`config.mk`:
```
export PLATFORM = sky130hd
export DESIGN_NAME = spi_lens_seq
export DESIGN_NICKNAME = d
export VERILOG_FILES = /design/src/rtl/spi_lens_seq.sv
export SDC_FILE = /design/constraint.sdc
export NUM_CORES = 1
export LEC_CHECK = 0
export CAP_MARGIN = 20
export CORE_UTILIZATION = 47
export DETAILED_ROUTE_END_ITERATION = 12
export PLACE_DENSITY = 0.84
export SLEW_MARGIN = 15
export SYNTH_ARGS = -nofsm -noshare
export SYNTH_HDL_FRONTEND = slang
export SYNTH_SLANG_ARGS = --single-unit
export TNS_END_PERCENT = 20
```
`constraint.sdc`:
```
create_clock -name clk -period 4.9 [get_ports clk]
set_clock_uncertainty 0.1 [all_clocks]
set_input_delay 1.225 -clock clk [delete_from_list [all_inputs] [get_ports clk]]
set_output_delay 1.225 -clock clk [all_outputs]
set_load 0.01 [all_outputs]
```
`src/rtl/spi_lens_seq.sv`:
```
`default_nettype none
// ============================================================================
// Module   : spi_lens_seq
// Purpose  : Turns one host register access into SPI_driver FIFO pushes.
//            A write pushes an address byte and a data byte. A read pushes an
//            address byte and an RX command, then pops the RX FIFO.
// Revision : 1.0  initial release
// ============================================================================
module spi_lens_seq #(
    parameter logic [15:0] ACK_WAIT  = 16'd1,
    parameter logic [7:0]  START_TMO = 8'd15
) (
    input  logic        clk,
    input  logic        rst,
    input  logic        req_valid,
    output logic        req_ready,
    input  logic        req_write,
    input  logic [6:0]  req_addr,
    input  logic [7:0]  req_wdata,
    output logic        rsp_valid,
    output logic [7:0]  rsp_rdata,
    output logic        rsp_err,
    output logic        command_read,
    output logic        tx_read,
    output logic        rx_read,
    output logic [1:0]  Spi_rw,
    output logic [7:0]  Spi_tx_reg,
    output logic [15:0] Spi_wait_reg,
    input  logic        busy,
    input  logic [7:0]  Spi_rx_reg
);

    typedef enum logic [2:0] {
        IDLE       = 3'd0,
        PUSH_A     = 3'd1,
        PUSH_B     = 3'd2,
        WAIT_START = 3'd3,
        WAIT_DONE  = 3'd4,
        RX_POP     = 3'd5,
        RX_CAP     = 3'd6,
        RESP       = 3'd7
    } state_t;

    localparam logic [1:0] c_rw_tx = 2'b01;
    localparam logic [1:0] c_rw_rx = 2'b10;

    state_t      r_state;
    state_t      w_state_nxt;
    logic        r_write;
    logic [7:0]  r_wdata;
    logic [7:0]  r_tmo_cnt;
    logic [7:0]  r_rdata;
    logic        r_err;
    logic [1:0]  r_rw;
    logic [7:0]  r_tx;
    logic        w_tmo_expire;

    assign Spi_wait_reg = ACK_WAIT;
    assign Spi_rw       = r_rw;
    assign Spi_tx_reg   = r_tx;
    assign rsp_rdata    = r_rdata;
    assign rsp_err      = r_err;

    always_comb begin
        w_state_nxt  = r_state;
        req_ready    = 1'b0;
        rsp_valid    = 1'b0;
        command_read = 1'b0;
        tx_read      = 1'b0;
        rx_read      = 1'b0;
        w_tmo_expire = 1'b0;
        case (r_state)
            IDLE: begin
                req_ready = 1'b1;
                if (req_valid) begin
                    w_state_nxt = PUSH_A;
                end
            end
            PUSH_A: begin
                command_read = 1'b1;
                tx_read      = 1'b1;
                w_state_nxt  = PUSH_B;
            end
            PUSH_B: begin
                command_read = 1'b1;
                tx_read      = r_write;
                w_state_nxt  = WAIT_START;
            end
            WAIT_START: begin
                // Expire on the cycle the count reaches zero, so the response
                // lands exactly START_TMO+1 cycles after PUSH_B.
                if (busy) begin
                    w_state_nxt = WAIT_DONE;
                end else if (r_tmo_cnt <= 8'd1) begin
                    w_tmo_expire = 1'b1;
                    w_state_nxt  = RESP;
                end
            end
            WAIT_DONE: begin
                if (!busy) begin
                    w_state_nxt = r_write ? RESP : RX_POP;
                end
            end
            RX_POP: begin
                rx_read     = 1'b1;
                w_state_nxt = RX_CAP;
            end
            RX_CAP: begin
                w_state_nxt = RESP;
            end
            RESP: begin
                rsp_valid   = 1'b1;
                w_state_nxt = IDLE;
            end
            default: begin
                w_state_nxt = IDLE;
            end
        endcase
    end

    always_ff @(posedge clk) begin
        if (rst) begin
            r_state <= IDLE;
        end else begin
            r_state <= w_state_nxt;
        end
    end

    // Command code and TX byte are registered on entry to each push state so
    // they line up with the push pulses and hold between pushes.
    always_ff @(posedge clk) begin
        if (rst) begin
            r_write   <= 1'b0;
            r_wdata   <= 8'h00;
            r_tmo_cnt <= 8'h00;
            r_rdata   <= 8'h00;
            r_err     <= 1'b0;
            r_rw      <= 2'b00;
            r_tx      <= 8'h00;
        end else begin
            if (r_state == IDLE && req_valid) begin
                r_write <= req_write;
                r_wdata <= req_wdata;
                r_rdata <= 8'h00;
                r_err   <= 1'b0;
                r_rw    <= c_rw_tx;
                r_tx    <= {~req_write, req_addr};
            end
            if (r_state == PUSH_A) begin
                r_rw <= r_write ? c_rw_tx : c_rw_rx;
                if (r_write) begin
                    r_tx <= r_wdata;
                end
            end
            if (r_state == PUSH_B) begin
                r_tmo_cnt <= START_TMO;
            end else if (r_state == WAIT_START && !busy && r_tmo_cnt != 8'h00) begin
                r_tmo_cnt <= r_tmo_cnt - 8'd1;
            end
            if (w_tmo_expire) begin
                r_err <= 1'b1;
            end
            if (r_state == RX_CAP) begin
                r_rdata <= Spi_rx_reg;
            end
        end
    end

endmodule
`default_nettype wire

```
==> impl_metrics.ini <==
[critical_path]
cp_slowest_cell = nor3b_1
r2r_start = r_state[1]
crit_type = flop to output port
rr_endpoint = Spi_tx_reg[7]
slowest_delay_ns = 0.56
worst_ep_required_time_ns = 3.58
crit_chain = nor3b_1 -> nand2_1 -> nand2_1 -> clkdlybuf4s50_1
arrival_ns = 2.12
rr_worst_depth = 4
cp_max_fo = 14
cpMostUsedCell = nand2_1
ff2ff_setup_slack_ns = 2.75
start_kind = flop
end_kind = output port

[run]
cap_violations = 0

[synthesis]
syn_area_mm2 = 0.00183
synth_cells = 229
synth_top_area_cell = dfxtp_1
syn_avg_cell_area_um2 = 7.98
ys_types = 39
synth_seq_cells = 39
yosys-top-cells-area = dfxtp_1, nand2_1, buf_4
ys_seq_area_frac = 0.427
yosys_warnings = 0
synth_top_area_frac = 0.427

[route]
drt_iter0_markers = 91
routedWlPerCell_um = 11.6
dr.pass1.iters = 4
wl_um = 3720
viasPerCell = 4.96
drc = 0
route.vias.total = 1587
antenna_left = 0

[cts]
ctsHoldBuffers = 0
cts_root_buffer = clkbuf_8
cts_buffer_depth = 2
post_cts_resized = 0
cts_num_sinks = 39
cts_tree = built
cts_htree_levels = 2
clkSlewWorstSetupHoldPaths_ns = 0.07
clock_latency_ns = 0.29
cts_setup_buffers = 0
cts_inserted_buffers = 5

[sta]
tightest_slew_ns = 0.858
finalSetupTns_ns = 0
rsz0062_at_grt = false
setup_violations = 0
drv_slew = 0
period_share = 0.703
fin_ws_ns = 1.45
clock.fmax_ghz = 0.290
period_needed_ns = 3.45
relSlewSlack = 0.426
finalHoldViolations = 0

[place]
gp_congestion = 0.759
pre_cts_ws_ns = 1.52
dpl.hpwl_um = 2640
port_buffers = 51

[global_route]
grt_max_degree = 29
grtUsageTotal = 0.197
grt_pass1_wl_um = 6490
grt_overflow = 0
grt_antenna_before_repair = 0
grt_pass1_vias = 1463

[power_and_ir_drop]
peakVddDrop_mv = 0.179
total_power_mw = 0.741
power.leakage_nw = 0.888
power_density_mw_per_mm2 = 311

[final_layout]
area_growth_pct = 30.2
nFillCells = 326
seq_area_um2 = 781
multi_input_comb_area_um2 = 910
fin_nets = 302
diodes = 0
drive_gt1_frac = 0.0478

[outcome]
status = finished, final reports clean

[worst_hold_path]
hold_path_end = r_wdata[6]
hold_depth = 2
hold_start = r_wdata[6]
hp-class = flop to flop

[floorplanning]
initial_core_util = 0.496
core_mm2 = 0.00369
dieArea_mm2 = 0.00414
io-pin-count = 68
dieWidth_um = 64.4
std_cell_rows = 22
die_h_um = 64.4
layer usage:
metal  GRT usage  up-vias  part of all wire
met2       0.321       46              0.46
met1       0.251      699              0.48
met4      0.0583        0            0.0056
met5           0        -                 0
met3      0.0536        2             0.056
li1            -      840                 -
layout make-up:
class	count	share of cell area
repair buffers	52	0.218
flip-flops and latches	39	0.328
well taps	48	0.0252
clock buffers	8	0.0421
inverters	3	0.00473
multi-input cells	170	0.382
cell families (layout without fill, tap and decap cells):
group / count (synthesis) / count (layout) / synth area share
xor+xnor: 3 / 3 / 0.0144
buf+inv: 34 / 63 / 0.104
other cells: 2 / 16 / 0.00411
flops: 39 / 39 / 0.427
compound gates: 46 / 46 / 0.165
mux: 1 / 1 / 0.00548
fa+ha+maj: 3 / 3 / 0.0205
simple gates: 101 / 101 / 0.259
cell usage in the layout, fill, tap and decap left out, types with 5 or more instances in the layout:
cell	n
dfxtp_1	39
clkbuf_8	7
nand2_1	47
nand3_1	8
a211oi_1	5
conb_1	16
a21oi_1	20
a311oi_1	9
clkdlybuf4s50_1	51
nor3_1	7
nor2_1	20
critical path, delay by kind of cell (launching register included):
kind                   cells  cell delay [ns]
flip-flops                 1             0.55
buffers and inverters      1             0.53
AND/OR/NAND/NOR            3             0.76
power by group:
group          switching [mW]  internal (mW)
combinational          0.0746         0.0730
sequential             0.0200          0.337
clock                   0.107          0.128
total                   0.202          0.539
stage by stage:
| step | util | instances | cell area (um2) | hold slack (ns) |
|---|---|---|---|---|
| 2_1_floorplan | - | 243 | 1880 | 0.337 |
| 3_3_place_gp | 0.618 | 312 | 2280 | 0.344 |
| 3_5_place_dp | 0.618 | 312 | 2280 | 0.347 |
| 4_1_cts | 0.645 | 320 | 2380 | 0.358 |
| 5_1_grt | 0.645 | 320 | 2380 | 0.381 |
| 6_report | 0.645 | 320 | 2380 | 0.358 |
synth_stat cells:
library cell / n
inv_1: 3
nor3_1: 7
a211oi_1: 5
nand3b_1: 1
xor2_1: 2
and3b_1: 2
dfxtp_1: 39
o21ai_0: 2
or3b_2: 3
nor4_1: 2
nor2b_1: 1
a22oi_1: 1
nand4_1: 1
clkbuf_1: 11
nand2_1: 47
ha_1: 3
and3_1: 1
o21a_1: 3
buf_1: 2
or4_1: 2
nor3b_1: 2
clkbuf_2: 1
mux2i_1: 1
nor2_1: 20
and2_1: 1
o31ai_1: 1
a21oi_1: 20
xnor2_1: 1
nand2b_1: 1
buf_4: 16
a311oi_1: 9
a31oi_1: 2
nand3_1: 8
o2111ai_1: 2
and4bb_2: 1
buf_2: 1
o211ai_1: 1
conb_1: 2
or4b_2: 1
worst max path at each step:
stage	from	to	cells after the start
global placement	req_valid	Spi_tx_reg[7]	5
detailed placement	req_valid	Spi_tx_reg[7]	5
CTS	r_state[1]	tx_read	4
floorplan	req_valid	rsp_err	5
finish	r_state[1]	tx_read	4
global route	r_state[1]	tx_read	4
Power figures use the tool's default switching activity.
